[src/rtl/ex_div.sv]
// ex_div: iterative RV32M divider (DIV, DIVU, REM, REMU) for the EX stage.
// It uses restoring division and produces one quotient bit per cycle.
// Divide-by-zero and signed overflow are resolved in one cycle without
// entering CALC.
//
// Ports:
//   clk, rst       clock; synchronous active-high reset
//   div_start_i    request pulse, only accepted in IDLE
//   div_func3_i    100 DIV, 101 DIVU, 110 REM, 111 REMU
//   div_op1_i      dividend (rs1)
//   div_op2_i      divisor (rs2)
//   div_flush_i    abort any operation in progress
//   div_busy_o     stall request, high while iterating
//   div_ready_o    one-cycle result valid
//   div_result_o   quotient or remainder, held until the next result
module ex_div #(
    parameter int unsigned WIDTH = 32
) (
    input  logic             clk,
    input  logic             rst,
    input  logic             div_start_i,
    input  logic [2:0]       div_func3_i,
    input  logic [WIDTH-1:0] div_op1_i,
    input  logic [WIDTH-1:0] div_op2_i,
    input  logic             div_flush_i,
    output logic             div_busy_o,
    output logic             div_ready_o,
    output logic [WIDTH-1:0] div_result_o
);

    typedef enum logic [1:0] {StIdle, StCalc, StDone} state_e;

    localparam logic [WIDTH-1:0] MinNeg  = {1'b1, {(WIDTH-1){1'b0}}};
    localparam logic [WIDTH-1:0] AllOnes = '1;

    state_e           state_q, state_d;
    logic [5:0]       cnt_q, cnt_d;
    logic [WIDTH-1:0] dvd_q, dvd_d;      // dividend shifting out, quotient shifting in
    logic [WIDTH-1:0] rem_q, rem_d;      // partial remainder
    logic [WIDTH-1:0] dvs_q, dvs_d;      // divisor magnitude
    logic [WIDTH-1:0] result_q, result_d;
    logic             sel_rem_q, sel_rem_d;
    logic             q_neg_q, q_neg_d;
    logic             r_neg_q, r_neg_d;

    logic             is_signed, op1_neg, op2_neg, div_zero, overflow;
    logic [WIDTH-1:0] op1_mag, op2_mag;
    logic [WIDTH:0]   diff;
    logic [WIDTH-1:0] quo_next, rem_next, quo_fix, rem_fix;

    // func3[2] only marks the instruction as a divide; the decoder already filtered it.
    logic unused_func3;
    assign unused_func3 = div_func3_i[2];

    always_comb begin
        is_signed = ~div_func3_i[0];
        op1_neg   = is_signed & div_op1_i[WIDTH-1];
        op2_neg   = is_signed & div_op2_i[WIDTH-1];
        op1_mag   = op1_neg ? -div_op1_i : div_op1_i;
        op2_mag   = op2_neg ? -div_op2_i : div_op2_i;
        div_zero  = (div_op2_i == '0);
        overflow  = is_signed && (div_op1_i == MinNeg) && (div_op2_i == AllOnes);

        // Shift {rem, dividend} left by one and trial-subtract on WIDTH+1 bits.
        // The partial remainder is always below the divisor, so WIDTH bits hold it.
        diff     = {rem_q, dvd_q[WIDTH-1]} - {1'b0, dvs_q};
        rem_next = diff[WIDTH] ? {rem_q[WIDTH-2:0], dvd_q[WIDTH-1]} : diff[WIDTH-1:0];
        quo_next = {dvd_q[WIDTH-2:0], ~diff[WIDTH]};
        quo_fix  = q_neg_q ? -quo_next : quo_next;
        rem_fix  = r_neg_q ? -rem_next : rem_next;
    end

    always_comb begin
        state_d   = state_q;
        cnt_d     = cnt_q;
        dvd_d     = dvd_q;
        rem_d     = rem_q;
        dvs_d     = dvs_q;
        result_d  = result_q;
        sel_rem_d = sel_rem_q;
        q_neg_d   = q_neg_q;
        r_neg_d   = r_neg_q;

        if (div_flush_i) begin
            state_d = StIdle;
        end else begin
            unique case (state_q)
                StIdle: begin
                    if (div_start_i) begin
                        sel_rem_d = div_func3_i[1];
                        if (div_zero) begin
                            result_d = div_func3_i[1] ? div_op1_i : AllOnes;
                            state_d  = StDone;
                        end else if (overflow) begin
                            result_d = div_func3_i[1] ? '0 : MinNeg;
                            state_d  = StDone;
                        end else begin
                            dvd_d   = op1_mag;
                            rem_d   = '0;
                            dvs_d   = op2_mag;
                            q_neg_d = op1_neg ^ op2_neg;
                            r_neg_d = op1_neg;
                            cnt_d   = '0;
                            state_d = StCalc;
                        end
                    end
                end
                StCalc: begin
                    dvd_d = quo_next;
                    rem_d = rem_next;
                    cnt_d = cnt_q + 6'd1;
                    if (cnt_q == 6'(WIDTH - 1)) begin
                        result_d = sel_rem_q ? rem_fix : quo_fix;
                        state_d  = StDone;
                    end
                end
                StDone: state_d = StIdle;
                default: state_d = StIdle;
            endcase
        end
    end

    always_ff @(posedge clk) begin
        if (rst) begin
            state_q   <= StIdle;
            cnt_q     <= '0;
            dvd_q     <= '0;
            rem_q     <= '0;
            dvs_q     <= '0;
            result_q  <= '0;
            sel_rem_q <= 1'b0;
            q_neg_q   <= 1'b0;
            r_neg_q   <= 1'b0;
        end else begin
            state_q   <= state_d;
            cnt_q     <= cnt_d;
            dvd_q     <= dvd_d;
            rem_q     <= rem_d;
            dvs_q     <= dvs_d;
            result_q  <= result_d;
            sel_rem_q <= sel_rem_d;
            q_neg_q   <= q_neg_d;
            r_neg_q   <= r_neg_d;
        end
    end

    assign div_busy_o   = (state_q == StCalc);
    assign div_ready_o  = (state_q == StDone);
    assign div_result_o = result_q;

endmodule

[config.mk]
export PLATFORM = sky130hd
export DESIGN_NAME = ex_div
export DESIGN_NICKNAME = d
export VERILOG_FILES = /design/src/rtl/ex_div.sv
export SDC_FILE = /design/constraint.sdc
export NUM_CORES = 1
export LEC_CHECK = 0
export CORE_MARGIN = 3
export CORE_UTILIZATION = 35
export DETAILED_ROUTE_END_ITERATION = 8
export DONT_BUFFER_PORTS = 1
export GPL_ROUTABILITY_DRIVEN = 0
export GPL_TIMING_DRIVEN = 0
export REMOVE_ABC_BUFFERS = 1
export SLEW_MARGIN = 10
export SYNTH_ARGS = -nofsm -noshare
export SYNTH_HDL_FRONTEND = slang
export SYNTH_SLANG_ARGS = --single-unit
[constraint.sdc]
create_clock -name clk -period 6 [get_ports clk]
set_input_delay 1.5 -clock clk [delete_from_list [all_inputs] [get_ports clk]]
set_output_delay 1.5 -clock clk [all_outputs]
set_load 0.01 [all_outputs]
==> out/results.txt <==
Number of detailed-routing iterations run before antenna repair: 7. Buffers inserted to repair hold after CTS numbered 0. The HPWL after detailed placement was 26780 um; the arrival time of the worst setup path was 6.04 ns.

The worst relative slew slack is 15.66%. The average wire length per cell after detail routing came out at 19.53 um. The largest voltage drop on the vdd net came out at 115.9 uV. The total standard cell area after synthesis is 0.01122 mm2, and the number of synthesized register bits is 139.

The worst register-to-register path ends at div_result_o[30]. The placement-stage cell area was 0.01153 mm2; the portion of the post-synthesis area used by sequential elements was 24.80%. Total power for the finished layout comes to 2.637 mW.

The worst setup path is captured at a flip-flop. Summing all flip-flop and latch instances after layout gives 0.002785 mm2. The repair_antennas step left the layout with diodes totalling 0. The clock transition at the registers of the reported paths was 0.06 ns.

The layout cell share with drive strength beyond 1 was 6.626%. Summing all multi-input logic gate instances after layout gives 0.007933 mm2. For this run, the top clock speed supported by timing is 174.4 MHz. The area growth from synthesis to layout is 8.831%.

105 I/O pins were placed. The classification of the worst-slack hold path was flip-flop to flip-flop. Once detail routing completed, the nets flagged for antenna violations numbered 0. Summed over its instances, the top area cell type makes up 24.80% of the synthesized netlist area. Dividing the final minimum period by the clock period gives 95.59%.

At the worst endpoint, the required time is 6.30 ns. Counting the fill cells in the layout gives 3254. The total of max-cap violations was 0. Among all cell types in the netlist, the one instantiated most often is sky130_fd_sc_hd__nor2_1. After global routing the overflow that remains totals 0.

The run finished with clean final reports. Counting flops with a built-in enable in the synthesized netlist gives 0. Setup slack on the critical path of the routed design comes to 0.2648 ns. After detailed placement, the design holds a cell count of 1822. By area the synthesized netlist is led by sky130_fd_sc_hd__dfxtp_1 25%, sky130_fd_sc_hd__nor2_1 7.6%, sky130_fd_sc_hd__xnor2_1 5.9%. The first routing iteration left 1051 violations. The horizontal die dimension was 185.1 um; the gate count of the mapped netlist was 1514. TritonCTS built the clock tree. The path type of the worst setup path was flip-flop to flip-flop.

The cell sitting at the root of the clock tree is a sky130_fd_sc_hd__clkbuf_16. The most used flip-flop cell after synthesis is sky130_fd_sc_hd__dfxtp_1. Setup-violating endpoint count in the final report: 0. Entering global routing, the biggest net connects 142 pins. The power density over cell area was 215.9 mW/mm2. The share of async-settable or async-resettable flops after synthesis was 0%; the final critical path time including I/O delays and setup was 5.735 ns. Number of nets at the end of the flow: 1561.

The final layout contains routed wiring with a total length of 36330 um. The max-slew violation total from the final report was 0. The CTS buffer count came out at 17. The tools report the worst clock skew as 0.008954 ns.

After synthesis, the most frequently instantiated cells are 226 x sky130_fd_sc_hd__nor2_1, 139 x sky130_fd_sc_hd__dfxtp_1, 108 x sky130_fd_sc_hd__nand2_1. During synthesis, Yosys emitted a total of 0 warnings. The core region is 0.03107 mm2. The insertion delay to the later sink of the worst-skew pair is 0.43 ns.

The number of different library cells used by synthesis comes to 82. For the detailed-route DRC error count, the log shows 0. The maximum fanout along the worst path is 37. The initial antenna violation count was 1.

The via count of the first global-routing pass is 10660. At the pin with the least slew margin, the transition time is 1.252 ns. Before CTS, the worst setup slack after placement is -0.1725 ns.

In the routed layout, each cell is associated on average with a via count of 6.035. Summed over all cells, the static leakage comes to 4.276 nW. During placement, the flow inserted port buffers numbering 0.

The run gives 0 as the final hold violation count. The maximum clock path buffer count was 2; the register-to-register setup slack was 0.26 ns. Leaving out filler cells and counting taps, the final layout contains 1860. For the via count, the log shows 11230.

Measured along the y axis, the die boundary spans 185.1 um. The floorplan step defined a die boundary enclosing 0.03425 mm2. The H-tree generated during clock tree synthesis spans 4 levels. In this run the critical register-to-register path is launched from dvd_q[31]. After routing the design area is 0.01221 mm2.

Initial core utilization: 36.12%. The clock net in this run drives a total of 139 sinks. Capturing instance or port of the critical path: div_result_o[30]. The row count was 64. A synthesized cell averages 7.412 um2.

STA classifies the critical path startpoint as a flip-flop. Tracing the worst setup path back leads to its startpoint at dvd_q[31]. The dominant cell type by area after synthesis was sky130_fd_sc_hd__dfxtp_1. Setup total negative slack on the finished layout was measured at 0 ns. The tools report the first-pass GRT wire length as 57700 um.

Measured in cells, the most critical reg-to-reg path has a length of 21. Global routing used 20.91% of the available tracks.
## worst max-delay path: stages (launching register included)
cell                       delay [ns]
sky130_fd_sc_hd__dfxtp_1         0.38
sky130_fd_sc_hd__inv_1           0.08
sky130_fd_sc_hd__ha_1            0.24
sky130_fd_sc_hd__fa_1            0.40
sky130_fd_sc_hd__nand2b_1        0.18
sky130_fd_sc_hd__a211o_1         0.36
sky130_fd_sc_hd__a211o_4         0.40
sky130_fd_sc_hd__a21oi_4         0.23
sky130_fd_sc_hd__nor3_4          0.15
sky130_fd_sc_hd__nor2_8          0.19
sky130_fd_sc_hd__clkinv_8        0.17
sky130_fd_sc_hd__nand2_1         0.12
sky130_fd_sc_hd__o21ai_0         0.16
sky130_fd_sc_hd__inv_1           0.12
sky130_fd_sc_hd__ha_1            0.20
sky130_fd_sc_hd__nand3_1         0.17
sky130_fd_sc_hd__or4_1           0.62
sky130_fd_sc_hd__o41ai_4         0.29
sky130_fd_sc_hd__or4b_4          0.55
sky130_fd_sc_hd__o41ai_2         0.24
sky130_fd_sc_hd__xor2_1          0.23
sky130_fd_sc_hd__o21ai_1         0.08
## how the worst min path moves through the flow
stage | start | to | slack [ns] | cells after the start
after detailed placement | state_q[1] | state_q[0] | 0.45 | 1
after CTS | state_q[1] | state_q[0] | 0.46 | 1
final | state_q[1] | state_q[0] | 0.46 | 1
after floorplan | state_q[1] | state_q[0] | 0.43 | 1
after global placement | state_q[1] | state_q[0] | 0.45 | 1
after global routing | state_q[1] | state_q[0] | 0.51 | 1
## routing by layer
layer	vias to the layer above	global-route usage (%)	part of all wire [%]
met5	-	0	0.019
met4	2	5.912	2.6
met3	55	5.204	7.4
met2	319	34.93	47
met1	5377	26.81	43
li1	5473	-	-
## cell usage in the layout (no fill, tap or decap), drive strengths merged, types with 41 or more instances in the layout
cell / n
xor2: 54
nor3: 50
xnor2: 76
o21ai: 114
a211oi: 41
nand2: 108
dfxtp: 139
a21oi: 110
inv: 54
nor2: 229
## power by group
part	switching [mW]	internal, mW	leakage (nW)
logic	0.350	0.225	2.86
registers	0.0413	0.958	1.13
clock network	0.431	0.631	0.285
total	0.823	1.81	4.28
## logic make-up after synthesis
| group | synth area share (%) |
|---|---|
| adders and majority gates | 4.415 |
| buffers and inverters | 5.329 |
| xor gates and xnor gates | 10.15 |
| DFF | 24.80 |
| AOI/OAI and AO/OA | 28.99 |
| and+or+nand+nor | 23.63 |
| muxes | 2.698 |
## per-stage QoR
| stage | hold WS [ns] | utilization, % |
|---|---|---|
| after floorplan | 0.4254 | - |
| after global routing | 0.5058 | 39.31 |
| after CTS | 0.4630 | 39.04 |
| after global placement | 0.4496 | 36.46 |
| after detailed placement | 0.4531 | 37.11 |
| final | 0.4569 | 39.31 |
## area by class of cell
cell class	instances	area share, %
clock buffers	20	3.739
clock inverters	12	1.004
inverters	55	1.793
multi-input cells	1225	64.95
flip-flops and latches	139	22.80
well taps	396	4.057
repair buffers	13	1.649
## flip-flops by register name (all words and copies together) (netlist names)
signal	count
div_result_o	32
dvd_q	32
dvs_q	32
rem_q	32
cnt_q	6
state_q	2
q_neg_q	1
r_neg_q	1
sel_rem_q	1
## what timing repair did
action | CTS | global route
buffers inserted | 0 | 5
pin swaps | 1 | 1
endpoints found under the setup margin | 4 | 8
hold endpoints to repair | 0 | 0
gates cloned | 1 | 0
resized for setup | 2 | 7
No activity file was read; power rests on OpenSTA's default activity.
